--- config.mk ---
export PLATFORM = sky130hd
export DESIGN_NAME = nibble_serial_adder
export DESIGN_NICKNAME = d
export VERILOG_FILES = /design/src/rtl/nibble_add_pkg.sv /design/src/rtl/nibble_add4.sv /design/src/rtl/nibble_serial_adder.sv
export SDC_FILE = /design/constraint.sdc
export NUM_CORES = 1
export LEC_CHECK = 0
export BUFFER_PORTS_ARGS = -buffer_cell sky130_fd_sc_hd__buf_2
export CAP_MARGIN = 20
export CORE_AREA = 5 5 73 124
export CTS_BUF_LIST = sky130_fd_sc_hd__clkbuf_8
export DETAILED_ROUTE_END_ITERATION = 10
export DIE_AREA = 0 0 78 129
export GPL_TIMING_DRIVEN = 0
export PLACE_DENSITY_LB_ADDON = 0.3
export SLEW_MARGIN = 20
export SYNTH_ARGS = -nofsm -noshare
export SYNTH_HDL_FRONTEND = slang
export SYNTH_SLANG_ARGS = --single-unit
--- constraint.sdc ---
create_clock -name clk -period 4.3 [get_ports clk]
set_clock_uncertainty 0.15 [all_clocks]
set_input_delay 0.43 -clock clk [delete_from_list [all_inputs] [get_ports clk]]
set_output_delay 0.43 -clock clk [all_outputs]
set_load 0.02 [all_outputs]
--- src/rtl/nibble_add_pkg.sv ---
// Shared constants, state encoding and sizing helper for the nibble-serial adder.
package nibble_add_pkg;

    localparam int NIB_W = 4;

    localparam logic [1:0] ST_IDLE = 2'd0;
    localparam logic [1:0] ST_ADD  = 2'd1;
    localparam logic [1:0] ST_DONE = 2'd2;

    typedef enum logic [1:0] {
        S_IDLE = ST_IDLE,
        S_ADD  = ST_ADD,
        S_DONE = ST_DONE
    } state_t;

    // Nibble index width: clog2(nibbles), never narrower than one bit.
    function automatic int idx_width(input int nibbles);
        int w;
        w = 1;
        while ((1 << w) < nibbles) begin
            w = w + 1;
        end
        return w;
    endfunction

endpackage

--- src/rtl/nibble_add4.sv ---
// Combinational 4-bit ripple adder slice with carry in and carry out.
module nibble_add4 (
    input  logic [3:0] a,
    input  logic [3:0] b,
    input  logic       cin,
    output logic [3:0] s,
    output logic       cout
);

    logic [4:0] total;

    assign total = {1'b0, a} + {1'b0, b} + {4'b0000, cin};
    assign s     = total[3:0];
    assign cout  = total[4];

endmodule

--- src/rtl/nibble_serial_adder.sv ---
// Wide unsigned adder that reuses one 4-bit slice, LSB nibble first, one nibble per clock.
//
//   state  | meaning
//   IDLE   | waiting for start; operands captured on accept
//   ADD    | one nibble summed per edge; result published on the last nibble
//   DONE   | one-cycle done pulse, then back to IDLE
module nibble_serial_adder
    import nibble_add_pkg::*;
#(
    parameter int NIBBLES = 4,
    localparam int W = NIBBLES * NIB_W
) (
    input  logic         clk,
    input  logic         rst_n,
    input  logic         start,
    input  logic [W-1:0] A,
    input  logic [W-1:0] B,
    input  logic         Carry_in,
    output logic         busy,
    output logic         done,
    output logic [W-1:0] Sum,
    output logic         Carry_out
);

    localparam int IW = idx_width(NIBBLES);
    localparam int SW = IW + 2;

    generate
        if (NIBBLES < 1 || NIBBLES > 16) begin : g_bad_nibbles
            $error("nibble_serial_adder: NIBBLES must be within 1..16");
        end
    endgenerate

    state_t state;
    state_t state_next;

    logic [W-1:0]  a_reg;
    logic [W-1:0]  b_reg;
    logic [W-1:0]  work_sum;
    logic          carry_reg;
    logic [IW-1:0] idx;

    logic [SW-1:0] shamt;
    logic [3:0]    a_nib;
    logic [3:0]    b_nib;
    logic [3:0]    s_nib;
    logic          nib_cout;
    logic [W-1:0]  nib_mask;
    logic [W-1:0]  nib_ins;
    logic [W-1:0]  work_sum_next;
    logic          last_nib;

    // Nibble select and insert by shifting, so no part-select ever leaves the operand range.
    assign shamt         = {idx, 2'b00};
    assign a_nib         = NIB_W'(a_reg >> shamt);
    assign b_nib         = NIB_W'(b_reg >> shamt);
    assign nib_mask      = W'(4'hF) << shamt;
    assign nib_ins       = W'(s_nib) << shamt;
    assign work_sum_next = (work_sum & ~nib_mask) | nib_ins;
    assign last_nib      = (idx == IW'(NIBBLES - 1));

    nibble_add4 u_add4 (
        .a    (a_nib),
        .b    (b_nib),
        .cin  (carry_reg),
        .s    (s_nib),
        .cout (nib_cout)
    );

    always_ff @(posedge clk or negedge rst_n) begin
        if (!rst_n) begin
            state <= S_IDLE;
        end else begin
            state <= state_next;
        end
    end

    always_comb begin
        state_next = state;
        busy       = 1'b0;
        done       = 1'b0;
        case (state)
            S_IDLE: begin
                if (start) begin
                    state_next = S_ADD;
                end
            end
            S_ADD: begin
                busy = 1'b1;
                if (last_nib) begin
                    state_next = S_DONE;
                end
            end
            S_DONE: begin
                busy       = 1'b1;
                done       = 1'b1;
                state_next = S_IDLE;
            end
            default: begin
                state_next = S_IDLE;
            end
        endcase
    end

    always_ff @(posedge clk or negedge rst_n) begin
        if (!rst_n) begin
            a_reg     <= '0;
            b_reg     <= '0;
            work_sum  <= '0;
            carry_reg <= 1'b0;
            idx       <= '0;
            Sum       <= '0;
            Carry_out <= 1'b0;
        end else begin
            case (state)
                S_IDLE: begin
                    if (start) begin
                        a_reg     <= A;
                        b_reg     <= B;
                        carry_reg <= Carry_in;
                        idx       <= '0;
                        work_sum  <= '0;
                    end
                end
                S_ADD: begin
                    work_sum  <= work_sum_next;
                    carry_reg <= nib_cout;
                    idx       <= idx + 1'b1;
                    // Outputs move only here, so partial sums are never visible.
                    if (last_nib) begin
                        Sum       <= work_sum_next;
                        Carry_out <= nib_cout;
                    end
                end
                default: begin
                end
            endcase
        end
    end

endmodule

==> flow_metrics.py <==
metrics = {
    "status": {
        "status": "finished clean",
    },
    "worst_setup_path": {
        "startpoint_type": "register",
        "critical_path_required_ns": 4.36,
        "critPathMaxFanout": 9,
        "worstSetupPathType": "register to register",
        "crit_path_end_kind": "register",
        "crit_arrival_ns": 3.22,
    },
    "power": {
        "p_leak_nw": 1.747,
        "powerDensity_nw_per_um2": 939.8,
        "finalPower_w": 0.003505,
        "ir_worst_vdd_v": 0.0004209,
    },
    "synth": {
        "syn_area_um2": 3055,
        "yosysTopAreaCell": "dfrtp_1",
        "ys_seq_area_frac": 0.5405,
        "ys_dominant_reg_cell": "dfrtp_1",
        "synth-edff-count": 0,
        "synth_nets": 305,
        "async_reset_ff_frac": 1.000,
        "yosysWarnings": 0,
        "synth_commonest_cells": "dfrtp_1 (66), mux2_2 (33), nand2_1 (27)",
        "synth_area_leaders": "dfrtp_1 (54%), mux2_2 (12%), mux4_2 (5.9%)",
        "synth_cell_type_count": 31,
        "ys_ff_latch": 66,
        "postSynthAreaPerCell_um2": 11.89,
        "syn_inst": 257,
        "synth.most_common_cell": "dfrtp_1",
        "synth.top_cell.area_share": 0.5405,
    },
    "min_path": {
        "hold_class": "input pin to register",
    },
    "detailed_routing": {
        "dr_total_vias": 2143,
        "avgViaCountPerCell": 5.115,
        "wl_um": 6743,
        "remaining_drc_errors": 0,
        "antenna_left": 0,
        "first_iter_violations": 146,
        "first_pass_iters": 5,
        "wl_per_cell_um": 16.09,
    },
    "global_route": {
        "grt_usage": 0.1463,
        "grt_pass1_vias": 2342,
        "grt_overflow": 0,
        "grt_first_pass_wirelength_um": 11340,
        "grt_start_max_net_pins": 53,
        "antenna_found_initial": 0,
    },
    "placed_design": {
        "place_area_um2": 3468,
        "dp_hpwl_um": 5221,
        "finalWeightedCongestion": 0.8996,
        "port_buffers": 54,
    },
    "clocking": {
        "numCtsBuffers": 9,
        "cts.path.max_buffers": 2,
        "ctsResizeCount": 0,
        "clk_pin_slew_ns": 0.07,
        "clkSinkCount": 66,
        "clockRootBuffer": "clkbuf_8",
        "cts_tree": "built",
        "insertion_delay_ns": 0.35,
        "htree_levels": 3,
    },
    "layout": {
        "final_nets": 372,
        "final_cell_area_um2": 3730,
        "antennaDiodeCount": 0,
        "syn_to_final_growth_pct": 22.07,
        "drive_gt1_frac": 0.3708,
    },
    "floorplanning": {
        "core_um2": 7909,
        "die_h_um": 129,
        "start_util": 0.3863,
        "die-area_um2": 10060,
        "die_x_um": 78,
        "num_rows": 43,
        "ioPinCount": 55,
    },
    "sta": {
        "rsz0062_at_grt": "no",
        "setup_viol": 0,
        "hold_ws_ns": 0.1648,
        "max_slew.worst_pin.slew_ns": 0.5687,
        "relSlewSlack": 0.6169,
        "fin_crit_sh": 0.7336,
        "drv_slew": 0,
        "period_needed_ns": 3.155,
        "hold_viol": 0,
        "setup-tns-final_ns": 0,
        "fmax_mhz": 317.0,
    },
    "flow_run": {
        "maxCapViolCount": 0,
    },
}
==> area by class of cell <==
cell class,count,area [um2]
multi-input cells,164,1292
flip-flops and latches,66,1652
clock inverters,5,100.1
well taps,90,112.6
inverters,18,67.56
plain buffers,9,43.79
clock buffers,11,151.4
repair buffers,56,310.3
fillers,738,4179
==> critical path: stages (launching register included) <==
cell,delay [ns]
dfrtp_1,0.37
buf_2,0.25
buf_4,0.25
mux4_2,0.53
fa_1,0.44
inv_1,0.09
fa_1,0.24
inv_1,0.05
a21o_2,0.20
a21oi_1,0.32
o21ai_0,0.12
==> cell families (layout without fill, tap and decap cells) <==
logic type	count (synthesis)	count (layout)	synth area share
xor gates and xnor gates	2	2	0.005734
and+or+nand+nor	58	58	0.08190
adders and majority gates	12	12	0.05405
AOI/OAI and AO/OA	51	51	0.1007
muxes	41	41	0.1806
DFF	66	66	0.5405
buffers and inverters	27	99	0.03644
==> layer usage <==
layer / track usage / share of wire
met1: 0.1525 / 0.36
met2: 0.2664 / 0.57
met3: 0.03782 / 0.049
met4: 0.07363 / 0.030
met5: 0 / 0
==> what timing repair did <==
item	4_1_cts	5_1_grt
setup buffers	0	0
hold endpoints to repair	14	0
hold buffers	1	0
==> cell usage in the layout (no fill, tap or decap), drive strengths merged, types with 2 or more instances in the layout <==
cell and n:
dfrtp 66, buf 61, mux2 33, nand2 27, o21ai 22, nor2 19, inv 18, a21oi 15
clkbuf 14, ha 10, mux4 8, a221oi 6, bufinv 3, nand2b 2, nand3 2, or3 2
o221ai 2, o21a 2, fa 2, clkinv 2, and2 2
==> power breakdown <==
group	switching, W	leakage, nW	internal, W	total [W]
Clock	0.000230	0.129	0.000415	0.000644
Sequential	0.000151	0.811	0.000914	0.00106
Combinational	0.00106	0.806	0.000741	0.00180
Total	0.00144	1.75	0.00207	0.00351
==> final timing paths <==
kind                          from         to  slack (ns)  cells past startpoint
hold / removal                A[9]   a_reg[9]        0.16                      2
hold reg to reg            Sum[12]    Sum[12]        0.33                      2
setup reg to reg            idx[0]  Carry_out        1.15                     10
min in group asynchronous    rst_n    Sum[11]        0.33                      2
max in group asynchronous    rst_n  a_reg[14]        3.14                      3
setup / recovery            idx[0]  Carry_out        1.15                     10
==> metrics by stage <==
stage | utilization | cells | setup slack (ns)
finish | 0.4716 | 419 | 1.145
floorplan | - | 257 | 1.555
global route | 0.4716 | 419 | 0.8970
CTS | 0.4716 | 419 | 1.078
global placement | 0.4347 | 401 | 1.099
detailed placement | 0.4385 | 402 | 1.093
Note: power is estimated with default switching activity, not from simulation.
